File: config.mk
export PLATFORM = sky130hd
export DESIGN_NAME = dmem_bridge
export DESIGN_NICKNAME = d
export VERILOG_FILES = /design/src/rtl/dmem_bridge_pkg.sv /design/src/rtl/dmem_lane_align.sv /design/src/rtl/dmem_bridge.sv
export SDC_FILE = /design/constraint.sdc
export NUM_CORES = 1
export LEC_CHECK = 0
export ABC_CLOCK_PERIOD_IN_PS = 2510
export BUFFER_PORTS_ARGS = -buffer_cell sky130_fd_sc_hd__buf_2
export CORE_ASPECT_RATIO = 0.75
export CORE_UTILIZATION = 49
export DETAILED_ROUTE_END_ITERATION = 8
export PLACE_DENSITY_LB_ADDON = 0.12
export SYNTH_ARGS = -nofsm -noshare
export SYNTH_HDL_FRONTEND = slang
export SYNTH_HIERARCHICAL = 1
export SYNTH_SLANG_ARGS = --single-unit
File: constraint.sdc
create_clock -name clk -period 2.51 [get_ports clk]
set_clock_uncertainty 0.15 [all_clocks]
set_input_delay 0.1255 -clock clk [delete_from_list [all_inputs] [get_ports clk]]
set_output_delay 0.1255 -clock clk [all_outputs]
set_load 0.01 [all_outputs]
File: src/rtl/dmem_bridge_pkg.sv
// Shared types, constants and decode helpers for the data-memory bridge.
package dmem_bridge_pkg;

    typedef enum logic [1:0] {
        ST_IDLE      = 2'd0,
        ST_RAM_RD    = 2'd1,
        ST_MMIO_WAIT = 2'd2,
        ST_RESP      = 2'd3
    } state_e;

    typedef enum logic [1:0] {
        RGN_RAM  = 2'd0,
        RGN_MMIO = 2'd1,
        RGN_NONE = 2'd2
    } region_e;

    localparam logic [3:0]  RAM_BASE_NIB  = 4'h0;
    localparam logic [3:0]  MMIO_BASE_NIB = 4'h8;
    localparam logic [31:0] TIMEOUT_DATA  = 32'hDEAD_BEEF;

    function automatic region_e decode_region(input logic [3:0] top_nib, input logic [3:0] mmio_nib);
        region_e rgn;
        if (top_nib == RAM_BASE_NIB) begin
            rgn = RGN_RAM;
        end else if (top_nib == mmio_nib) begin
            rgn = RGN_MMIO;
        end else begin
            rgn = RGN_NONE;
        end
        return rgn;
    endfunction

    // Halfwords need bit 0 clear, words need both offset bits clear; bytes are always aligned.
    function automatic logic is_misaligned(input logic [3:0] oe, input logic [1:0] sh);
        logic mis;
        case (oe)
            4'b0011: mis = sh[0];
            4'b1111: mis = |sh;
            default: mis = 1'b0;
        endcase
        return mis;
    endfunction

endpackage

File: src/rtl/dmem_lane_align.sv
// Byte-lane aligner: shifts lane enables and data by sh bytes, left for stores, right for loads.
module dmem_lane_align
    import dmem_bridge_pkg::*;
#(
    parameter bit SHIFT_LEFT = 1'b1
) (
    input  logic [1:0]  sh,
    input  logic [3:0]  lanes,
    input  logic [31:0] data,
    output logic [3:0]  lanes_sh,
    output logic [31:0] data_sh
);

    logic [4:0] bit_sh_s;

    assign bit_sh_s = {sh, 3'b000};

    // Lanes pushed past bit 3 (or data past bit 31) fall off the end.
    always_comb begin
        lanes_sh = 4'b0000;
        data_sh  = 32'h0000_0000;
        if (SHIFT_LEFT) begin
            lanes_sh = lanes << sh;
            data_sh  = data << bit_sh_s;
        end else begin
            lanes_sh = lanes >> sh;
            data_sh  = data >> bit_sh_s;
        end
    end

endmodule

File: src/rtl/dmem_bridge.sv
// Data-memory bridge: routes core loads/stores to BRAM or an MMIO req/ack slave.
// Optional misalignment detection is built when DMEM_MISALIGN_CHK_EN is defined.
module dmem_bridge
    import dmem_bridge_pkg::*;
#(
    parameter int         RAM_AW       = 14,
    parameter logic [3:0] MMIO_BASE    = MMIO_BASE_NIB,
    parameter int         MMIO_TIMEOUT = 255
) (
    input  logic              clk,
    input  logic              rst_n,
    input  logic [31:0]       mem_addr,
    input  logic [3:0]        mem_oe,
    input  logic [31:0]       mem_wdata,
    input  logic [3:0]        mem_we,
    output logic [31:0]       mem_rdata,
    output logic              mem_valid,
    output logic              mem_ready,
    output logic [RAM_AW-1:0] ram_addr,
    output logic [3:0]        ram_we,
    output logic [31:0]       ram_wdata,
    input  logic [31:0]       ram_rdata,
    output logic              mmio_req,
    output logic [31:0]       mmio_addr,
    output logic [3:0]        mmio_we,
    output logic [31:0]       mmio_wdata,
    input  logic [31:0]       mmio_rdata,
    input  logic              mmio_ack
`ifdef DMEM_MISALIGN_CHK_EN
    ,
    output logic              misalign_err,
    output logic [31:0]       misalign_addr
`endif
);

    localparam int            CW      = $clog2(MMIO_TIMEOUT + 1);
    localparam logic [CW-1:0] TO_LAST = CW'(MMIO_TIMEOUT - 1);

    state_e        state_r;
    logic          mem_valid_r;
    logic [31:0]   resp_data_r;
    logic [1:0]    sh_q_r;
    logic          rd_pend_r;
    logic [CW-1:0] cnt_r;
    logic          mmio_req_r;
    logic [31:0]   mmio_addr_r;
    logic [3:0]    mmio_we_r;
    logic [31:0]   mmio_wdata_r;

    logic          req_s;
    logic          wr_s;
    logic          mis_s;
    logic          ram_wr_s;
    logic          idle_done_s;
    logic [1:0]    sh_s;
    region_e       region_s;
    logic [3:0]    wr_lanes_s;
    logic [31:0]   wr_data_s;
    logic [31:0]   rd_src_s;
    logic [31:0]   rd_data_s;
    logic [3:0]    rd_lanes_unused_s;

    assign req_s    = |mem_oe;
    assign wr_s     = |mem_we;
    assign sh_s     = mem_addr[1:0];
    assign region_s = decode_region(mem_addr[31:28], MMIO_BASE);

`ifdef DMEM_MISALIGN_CHK_EN
    assign mis_s = req_s && is_misaligned(mem_oe, sh_s);
`else
    assign mis_s = 1'b0;
`endif

    assign ram_wr_s = req_s && wr_s && (region_s == RGN_RAM) && !mis_s;
    // Stores that finish inside IDLE (RAM writes, dropped stores) never stall the core.
    assign idle_done_s = req_s && wr_s && ((region_s != RGN_MMIO) || mis_s);

    dmem_lane_align #(.SHIFT_LEFT(1'b1)) u_wr_align (
        .sh       (sh_s),
        .lanes    (mem_we),
        .data     (mem_wdata),
        .lanes_sh (wr_lanes_s),
        .data_sh  (wr_data_s)
    );

    assign rd_src_s = (state_r == ST_RAM_RD) ? ram_rdata : mmio_rdata;

    dmem_lane_align #(.SHIFT_LEFT(1'b0)) u_rd_align (
        .sh       (sh_q_r),
        .lanes    (4'b0000),
        .data     (rd_src_s),
        .lanes_sh (rd_lanes_unused_s),
        .data_sh  (rd_data_s)
    );

    assign mem_ready  = (state_r == ST_IDLE) && !(req_s && !idle_done_s);
    assign ram_addr   = mem_addr[RAM_AW+1:2];
    assign ram_we     = ((state_r == ST_IDLE) && ram_wr_s) ? wr_lanes_s : 4'b0000;
    assign ram_wdata  = wr_data_s;
    // BRAM data only exists during RAM_RD, so it bypasses the response register.
    assign mem_rdata  = (state_r == ST_RAM_RD) ? rd_data_s : resp_data_r;
    assign mem_valid  = mem_valid_r;
    assign mmio_req   = mmio_req_r;
    assign mmio_addr  = mmio_addr_r;
    assign mmio_we    = mmio_we_r;
    assign mmio_wdata = mmio_wdata_r;

    // Access sequencer: accept, wait for BRAM or MMIO, then present the load response.
    always_ff @(posedge clk or negedge rst_n) begin
        if (!rst_n) begin
            state_r      <= ST_IDLE;
            mem_valid_r  <= 1'b0;
            resp_data_r  <= 32'h0000_0000;
            sh_q_r       <= 2'b00;
            rd_pend_r    <= 1'b0;
            cnt_r        <= '0;
            mmio_req_r   <= 1'b0;
            mmio_addr_r  <= 32'h0000_0000;
            mmio_we_r    <= 4'b0000;
            mmio_wdata_r <= 32'h0000_0000;
        end else begin
            mem_valid_r <= 1'b0;
            case (state_r)
                ST_IDLE: begin
                    if (req_s) begin
                        sh_q_r <= sh_s;
                        cnt_r  <= '0;
                        if (mis_s || (region_s == RGN_NONE)) begin
                            if (!wr_s) begin
                                resp_data_r <= 32'h0000_0000;
                                mem_valid_r <= 1'b1;
                                state_r     <= ST_RESP;
                            end else begin
                                state_r <= ST_IDLE;
                            end
                        end else if (region_s == RGN_MMIO) begin
                            mmio_req_r   <= 1'b1;
                            mmio_addr_r  <= {mem_addr[31:2], 2'b00};
                            mmio_we_r    <= wr_lanes_s;
                            mmio_wdata_r <= wr_data_s;
                            rd_pend_r    <= !wr_s;
                            state_r      <= ST_MMIO_WAIT;
                        end else if (!wr_s) begin
                            mem_valid_r <= 1'b1;
                            state_r     <= ST_RAM_RD;
                        end else begin
                            state_r <= ST_IDLE;
                        end
                    end else begin
                        state_r <= ST_IDLE;
                    end
                end
                ST_RAM_RD: begin
                    state_r <= ST_IDLE;
                end
                ST_MMIO_WAIT: begin
                    // An ack in the final timeout cycle still completes normally.
                    if (mmio_ack) begin
                        mmio_req_r <= 1'b0;
                        mmio_we_r  <= 4'b0000;
                        if (rd_pend_r) begin
                            resp_data_r <= rd_data_s;
                            mem_valid_r <= 1'b1;
                            state_r     <= ST_RESP;
                        end else begin
                            state_r <= ST_IDLE;
                        end
                    end else if (cnt_r == TO_LAST) begin
                        mmio_req_r <= 1'b0;
                        mmio_we_r  <= 4'b0000;
                        if (rd_pend_r) begin
                            resp_data_r <= TIMEOUT_DATA;
                            mem_valid_r <= 1'b1;
                            state_r     <= ST_RESP;
                        end else begin
                            state_r <= ST_IDLE;
                        end
                    end else begin
                        cnt_r <= cnt_r + 1'b1;
                    end
                end
                ST_RESP: begin
                    state_r <= ST_IDLE;
                end
                default: begin
                    state_r <= ST_IDLE;
                end
            endcase
        end
    end

`ifdef DMEM_MISALIGN_CHK_EN
    logic        misalign_err_r;
    logic [31:0] misalign_addr_r;

    // Sticky record of the first misaligned access; only reset clears it.
    always_ff @(posedge clk or negedge rst_n) begin
        if (!rst_n) begin
            misalign_err_r  <= 1'b0;
            misalign_addr_r <= 32'h0000_0000;
        end else if ((state_r == ST_IDLE) && mis_s && !misalign_err_r) begin
            misalign_err_r  <= 1'b1;
            misalign_addr_r <= mem_addr;
        end else begin
            misalign_err_r  <= misalign_err_r;
            misalign_addr_r <= misalign_addr_r;
        end
    end

    assign misalign_err  = misalign_err_r;
    assign misalign_addr = misalign_addr_r;
`endif

endmodule

==> metrics.txt, run 1 <==
Die X 139 um; Area growth, synth to finish 46.3%; Avg Cell Area, Syn 11.4 sq um; antenna-violating nets left 0; unrepaired setup endpoints after global routing yes; dpl ws 0.151 ns; failing checks DRC, setup timing; GRT overflow 0; Startpoint Class register; Syn. warnings 6; status finished with violations; Crit Path Category register to primary output; count of final hold-check violations 0; delay-heaviest family, CP multiplexers; Syn Inst Count 600; share of power burned in registers 34.4%; HPWL Detailed 14,100 um; CP peak stage delay 0.35 ns; fin crit period 2.61 ns; first-pass GRT wire length 33,100 um; Diodes inserted 0; Pre-antenna DRT Iters 7; switching pwr 2.09 mW; CP Max Fanout 8; reg-to-reg slack, setup 0.16 ns; R2R cell count 10; setup tns final -1.17 ns; vias per cell 5.57; CP required 2.23 ns; FP Rows 37; drc violations 18; fraction of layout cells with a size suffix above 1 54.3%; drt first-iter violations 493; Comb pwr share 30.9%; Slowest-stage cell, CP dfrtp_1; Cell Area, Synth 6870 sq um; Final WS setup -0.103 ns; Starting Density 50.1%; worst hold path cell count 3; clk sinks 113; final setup fails 22; drt total wl 21,500 um; die area 14,500 sq um; hold endpoint mmio_wdata[23]$_DFFE_PN0P_; CTS HTree Levels 4; most frequent cells in the layout buf_2, dfrtp_1, o21ai_0, mux2_4, mux2i_1; Worst-Margin Slew 1.21 ns; GRT Total Usage 29.3%; element type at the critical path end primary output; Pint 4.74 mW; I/O pins 292; Pleak 5.16 nW; Worst-path clk slew 0.05 ns; Slew Viols, Final 0; drt wl/cell 19.0 um; CP bufs+invs 4; period utilization 104%; fin nets 1,080; largest buffer count on any clock path 2; Vias 6,279; clock power share 34.7%; Setup crit start state_r[0]$_DFFE_PN0P_; critical path arrival 2.34 ns; Clock Latency Late Sink 0.41 ns; most common cell after layout, fill and taps aside buf_2; RR Endpoint resp_data_r[0]$_DFFE_PN0P_; initial antenna violation count 0; root buffer cell clkbuf_16; max-cap violations 0; hold_sp mem_wdata[15]; Crit Reg-Reg Startpoint state_r[0]$_DFFE_PN0P_; Hold Crit Class primary input to register; switching share of power 30.6%; Core ar. 13,700 sq um; Die Span Y 105 um; VDD IR-drop max 0.611 mV; final RePlAce weighted congestion 0.937; PD cells 679 nW/um^2; IO Port Bufs 289; f_max 0.383 GHz; vias in the first global route 6,322; largest net degree at the start of global routing 57; Num CTS Buffers 17; CTS tree done; CP Cell Sequence inv_2, nor2_4, buf_12, clkbuf_16, mux2_4, mux2i_1, o2bb2ai_1, mux2_2, buf_2; max_slew headroom 18.4%
-- state kept, by name (all words and copies together), names as in the netlist --
register     count
mmio_wdata      32
resp_data_r     32
mmio_addr       30
cnt_r            8
mmio_we          4
sh_q_r           2
state_r          2
mem_valid        1
mmio_req         1
rd_pend_r        1
-- per-stage QoR --
| step | power, mW | util, % | instances | area (sq um) | hold WS, ns |
|---|---|---|---|---|---|
| finish | 6.82 | 73.3 | 1127 | 10000 | 0.0144 |
| global route | 7.11 | 73.3 | 1127 | 10000 | 0.0290 |
| CTS | 6.69 | 70.7 | 1119 | 9680 | 0.00175 |
| detailed placement | 4.17 | 61.1 | 1027 | 8380 | 0.0845 |
| global placement | 4.13 | 61.1 | 1027 | 8380 | 0.0780 |
| floorplan | 3.43 | - | 601 | 6870 | -0.320 |
-- how the worst max path moves through the flow --
| stage | end | slack [ns] | cells after the start |
|---|---|---|---|
| global placement | mem_rdata[7] | 0.22 | 7 |
| floorplan | mem_rdata[4] | 0.20 | 7 |
| global route | mem_rdata[0] | -0.19 | 9 |
| detailed placement | mem_rdata[6] | 0.15 | 7 |
| CTS | mem_rdata[7] | -0.17 | 8 |
| finish | mem_rdata[10] | -0.10 | 9 |
-- worst min-delay path: stages --
cell       delay (ns)
buf_2            0.10
o2bb2ai_1        0.16
mux2_4           0.15
-- area by class of cell --
cell class / instances / area [sq um]
timing repair buffer: 377 / 2490
clock inverter: 15 / 161
clock buffer: 17 / 425
tap: 175 / 219
fill: 940 / 3660
sequential: 113 / 2830
multi-input combinational: 424 / 3890
inverter: 6 / 22.5
-- power groups by stage --
stage	clock, mW	sequential [mW]	combinational [mW]
detailed placement	0	2.36	1.81
floorplan	0	2.47	0.961
global route	2.49	2.38	2.24
CTS	2.41	2.34	1.94
global placement	0	2.34	1.78
finish	2.37	2.35	2.11
-- routing by layer --
layer	vias to the layer above	wire length, um	GRT usage [%]	share of wire [%]
met4	0	339	8.81	1.6
met3	37	1380	5.94	6.4
li1	2845	-	-	-
met5	-	0	0	0
met2	293	10300	48.1	48
met1	3104	9440	39.1	44
-- repair_timing --
action	CTS	global route
hold buffers	46	0
setup endpoints to repair	32	32
cloned	3	2
pin swaps	7	4
hold endpoints to repair	97	0
resized for setup	23	61
buffers inserted	11	7
Note: power is estimated with default switching activity, not from simulation.
==> run 2: changes to the inputs <==
ABC_AREA = 1   (was not set)
CORE_UTILIZATION = 50   (was 49)
==> run 2 against run 1 <==
  * The run ends with hold timing left
  * Highest routed layer unchanged
  * Via count rose by 29%
  * Sequential cell count did not move
  * Global-route usage rose by 2.5 points
  * Area after synthesis rose by 7.2%
  * Clock power rose by 8%
  * Synthesized cell count rose by 84%
  * Fmax rose by 4.5%
  * Largest cell class unchanged
  * Core utilization fell by 2.1 points
  * Combinational power rose by 130%
  * Wire length rose by 11%
  * First-iteration DRC count rose by 75%
  * Sequential power rose by 26%
==> metrics.txt, run 2 <==
status finished with violations; failing checks hold timing; final setup fails 0; switching pwr 4.53 mW; Worst-Margin Slew 0.731 ns; fin nets 1,548; fin crit period 2.50 ns; area post-placement 8750 sq um; I/O pins 292; FP Rows 37; Slowest-stage cell, CP dfrtp_1; Die X 142 um; max_slew headroom 51.3%; Hold Crit Class primary input to register; Diodes inserted 0; Starting Density 52.5%; switching share of power 43.4%; PD cells 1050 nW/um^2; initial antenna violation count 0; Worst-path clk slew 0.06 ns; CTS HTree Levels 4; largest net degree at the start of global routing 60; most common cell after layout, fill and taps aside nand2_1; non-filler instance count after layout 1,615; clock power share 24.5%; Die Span Y 107 um; CP Cell Sequence inv_4, nand2_8, buf_4, mux2_2, inv_1, nand2_1, nand2_1, nor2_1, inv_1, o21ai_1, buf_2; CP Max Fanout 7; most frequent cells in the layout nand2_1, buf_2, inv_1, nand3_1, dfrtp_1; period utilization 99.6%; dpl ws 0.189 ns; max-cap violations 0; drt total wl 23,900 um; CTS tree done; drc violations 0; Vias 8,105; share of power burned in registers 28.2%; element type at the critical path end primary output; Syn Inst Count 1,104; Comb pwr share 47.3%; IO Port Bufs 289; die area 15,200 sq um; Syn. warnings 6; Pint 5.91 mW; Slew Viols, Final 0; CP peak stage delay 0.41 ns; drt wl/cell 14.8 um; CP required 2.23 ns; Cell Area, Synth 7360 sq um; Crit Path Category register to primary output; GRT overflow 0; unrepaired setup endpoints after global routing yes; Power, Total 10.4 mW; vias in the first global route 7,206; GRT Total Usage 31.8%; critical path arrival 2.22 ns; Clock Latency Late Sink 0.42 ns; Area growth, synth to finish 35.6%; first-pass GRT wire length 37,400 um; Final WS setup 0.0103 ns; fin area 9980 sq um; root buffer cell clkbuf_16; f_max 0.400 GHz; count of final hold-check violations 1; post-layout util 71.2%; vias per cell 5.02; Pleak 5.94 nW; VDD IR-drop max 0.562 mV; final RePlAce weighted congestion 0.953; largest buffer count on any clock path 2; Num CTS Buffers 17; Core ar. 14,000 sq um; Avg Cell Area, Syn 6.67 sq um; Startpoint Class register; Hold Slack -0.0108 ns; clk sinks 113; HPWL Detailed 17,000 um; Inst Count DP 1,530; drt first-iter violations 864; antenna-violating nets left 0; Pre-antenna DRT Iters 5; fraction of layout cells with a size suffix above 1 30.1%
## run 2: cell count changes in the layout (fill, tap and decap cells not counted), sizes merged, moves of 16 or more
cell	previous run	this run
mux2	124	32
inv	8	132
a21oi	2	29
nor2	23	55
nand3	5	118
o21ai	94	36
and2	25	0
o2bb2ai	16	0
nand2	21	488
mux2i	73	0
## run 2: worst max-delay path: cells and delay by family, from the launching register on
family	cells	cell delay, ns
multiplexers	1	0.23
flip-flops	1	0.41
AO/OA/AOI/OAI	1	0.15
AND/OR/NAND/NOR	4	0.40
buffers and inverters	5	0.62
## run 2: metal layers
layer	up-vias	wire (um)	GRT usage (%)
li1	4001	-	-
met1	3662	11000	47.6
met2	412	10200	45.7
met3	30	2340	7.06
met4	0	421	8.83
met5	-	0	0
## run 2: worst paths after layout
path / cells past startpoint / start / slack (ns) / end
min in group asynchronous: 2 / rst_n / 0.11 / mmio_addr[13]$_DFFE_PN0P_
hold reg to reg: 2 / mmio_wdata[27]$_DFFE_PN0P_ / 0.32 / mmio_wdata[27]$_DFFE_PN0P_
max in group asynchronous: 3 / rst_n / 1.32 / resp_data_r[7]$_DFFE_PN0P_
setup reg to reg: 9 / state_r[0]$_DFFE_PN0P_ / 0.36 / mmio_addr[14]$_DFFE_PN0P_
hold / removal: 7 / mem_wdata[26] / -0.01 / mmio_wdata[26]$_DFFE_PN0P_
setup / recovery: 11 / state_r[1]$_DFFE_PN0P_ / 0.01 / mem_rdata[21]
## run 2: what timing repair did
| item | CTS | global route |
|---|---|---|
| cloned | 1 | 0 |
| setup endpoints to repair | 31 | 59 |
| endpoints found under the hold margin | 88 | 0 |
| setup buffers | 3 | 5 |
| pin swaps | 2 | 1 |
| resized for setup | 10 | 32 |
| hold buffers | 44 | 0 |
## run 2: area by class of cell
type                    instances  area (sq um)
clock buffers                  17           425
multi-input cells             785          3620
clock inverters                15           200
repair buffers                362          2160
flip-flops and latches        113          2830
fillers                      1197          4050
well taps                     195           244
inverters                     128           503
## run 2: power groups by stage
stage	Sequential [mW]	Clock, mW	Combinational [mW]
3_5_place_dp	2.93	0	4.59
3_3_place_gp	2.92	0	4.57
4_1_cts	2.92	2.58	4.72
5_1_grt	3.02	2.68	5.44
6_report	2.95	2.55	4.94
2_1_floorplan	3.11	0	2.78
## run 2: through the flow
stage          TNS [ns]  hold WS, ns
6_report              0      -0.0108
3_5_place_dp          0      0.00153
5_1_grt          -0.193       0.0468
4_1_cts         -0.0209    0.0000587
2_1_floorplan         0       -0.320
3_3_place_gp          0      0.00522
==> run 3: changes to the inputs <==
CELL_PAD_IN_SITES_DETAIL_PLACEMENT = 0   (was not set)
CELL_PAD_IN_SITES_GLOBAL_PLACEMENT = 1   (was not set)
CORE_UTILIZATION = 34   (was 50)
==> run 3 against run 2 <==
  * The run now ends clean
  * Setup slack better by 0.045 ns
  * Global-route usage down 9.8 points
  * Hold slack better by 0.021 ns
  * Die area up 46%
  * Fmax up 1.8%
  * Final area up 3.9%
==> metrics.txt, run 3 (same netlist as run 2, synthesis figures left out) <==
drt total wl 25,700 um; fin crit period 2.45 ns; post-layout util 49.0%; Inst Count DP 1,619; vias in the first global route 6,733; largest buffer count on any clock path 2; Starting Density 34.7%; most frequent cells in the layout nand2_1, buf_2, dfrtp_1, nand3_1, inv_1; die area 22,200 sq um; antenna-violating nets left 0; CP Max Fanout 7; Setup crit start state_r[0]$_DFFE_PN0P_; number of fill cells in the layout 2,289; Pleak 6.05 nW; Pre-antenna DRT Iters 5; CP Cell Sequence nand2_8, clkbuf_16, mux2_2, inv_1, nand2_1, nand3_2, nand2_1, inv_1, o21ai_2, buf_2; fin nets 1,556; Crit Reg-Reg Startpoint state_r[0]$_DFFE_PN0P_; f_max 0.407 GHz; final setup fails 0; CP peak stage delay 0.45 ns; Die X 172 um; GRT met1 Usage 34.9%; Worst-Margin Slew 0.748 ns; HPWL Detailed 17,100 um; met3 Usage GRT 4.25%; element type at the critical path end primary output; Num CTS Buffers 17; hold_sp mem_wdata[11]; GRT overflow 0; met2 usage in global routing 29.7%; VDD IR-drop max 0.428 mV; Area growth, synth to finish 40.9%; period utilization 97.8%; GRT Total Usage 22.0%; final RePlAce weighted congestion 0.798; CTS tree done; Worst-path clk slew 0.06 ns; count of final hold-check violations 0; unrepaired setup endpoints after global routing yes; drt wl/cell 14.9 um; Vias 7,869; PD cells 1030 nW/um^2; fraction of layout cells with a size suffix above 1 32.2%; largest net degree at the start of global routing 67; Hold Crit Class primary input to register; first-pass GRT wire length 37,500 um; most common cell after layout, fill and taps aside nand2_1; CP required 2.23 ns; gr busiest metal met1; vias per cell 4.59; Startpoint Class register; Die Span Y 129 um; Slew Viols, Final 0; clk sinks 113; non-filler instance count after layout 1,716; max-cap violations 0; Slowest-stage cell, CP dfrtp_2; Power, Total 10.7 mW; reg-to-reg slack, setup 0.40 ns; CTS HTree Levels 4; initial antenna violation count 0; Clock Latency Late Sink 0.42 ns; Crit Path Category register to primary output; critical path arrival 2.18 ns; Core ar. 21,200 sq um; setup tns final 0 ns; status finished clean; root buffer cell clkbuf_16; I/O pins 292; Diodes inserted 0; drc violations 0; FP Rows 46; IO Port Bufs 289; drt first-iter violations 577; max_slew headroom 50.1%
-- run 3: cell count changes in the layout (fill, tap and decap cells not counted), sizes merged, moves of 2 or more --
| cell | previous run | this run |
|---|---|---|
| bufbuf | 0 | 2 |
| clkbuf | 17 | 20 |
| clkinv | 8 | 4 |
| clkinvlp | 0 | 2 |
| dlygate4sd3 | 44 | 49 |
| inv | 132 | 135 |
-- run 3: power breakdown --
part           internal [mW]  total, mW  switching, mW
clock                   1.50       2.50           1.00
sequential              2.52       2.88          0.361
combinational           1.96       5.27           3.31
-- run 3: final cells by class --
class,instances,area [sq um],area share (%)
multi-input combinational,784,3690,35.6
sequential,113,2830,27.3
timing repair buffer,371,2400,23.1
inverter,128,495,4.78
clock buffer,17,425,4.10
tap,288,360,3.47
clock inverter,15,175,1.69
-- run 3: path summary, 6_finish.rpt --
| check | end | cells after the start |
|---|---|---|
| max in group asynchronous | mmio_wdata[3]$_DFFE_PN0P_ | 3 |
| max | mem_rdata[7] | 10 |
| min | mmio_wdata[11]$_DFFE_PN0P_ | 7 |
| min reg2reg | mmio_wdata[11]$_DFFE_PN0P_ | 2 |
| min in group asynchronous | mmio_wdata[26]$_DFFE_PN0P_ | 3 |
| max reg2reg | mmio_addr[18]$_DFFE_PN0P_ | 9 |
-- run 3: repair_timing --
| action | CTS | global route |
|---|---|---|
| setup endpoints to repair | 30 | 36 |
| endpoints found under the hold margin | 163 | 0 |
| pin swaps | 1 | 7 |
| setup buffers | 2 | 8 |
| hold buffers | 49 | 0 |
| resized for setup | 23 | 55 |
| cloned | 3 | 3 |
-- run 3: routing by layer --
layer  wire length [um]  vias up
li1                   -     4002
met1              13400     3574
met2              10400      276
met3               1530       17
met4                270        0
met5                  0        -
-- run 3: critical path: cells and delay by family (launching register included) --
kind / cells / cell delay, ns
buffers and inverters: 4 / 0.48
flip-flops: 1 / 0.45
AND/OR/NAND/NOR: 4 / 0.42
multiplexers: 1 / 0.34
AO/OA/AOI/OAI: 1 / 0.07
-- run 3: through the flow --
| stage | hold WS (ns) | cell area [sq um] | worst slack, ns |
|---|---|---|---|
| 3_5_place_dp | -0.153 | 8880 | 0.252 |
| 6_report | 0.0104 | 10400 | 0.0553 |
| 3_3_place_gp | -0.151 | 8880 | 0.321 |
| 4_1_cts | 0.000462 | 10100 | 0.00331 |
| 5_1_grt | 0.0328 | 10400 | -0.0481 |
| 2_1_floorplan | -0.320 | 7360 | 0.542 |
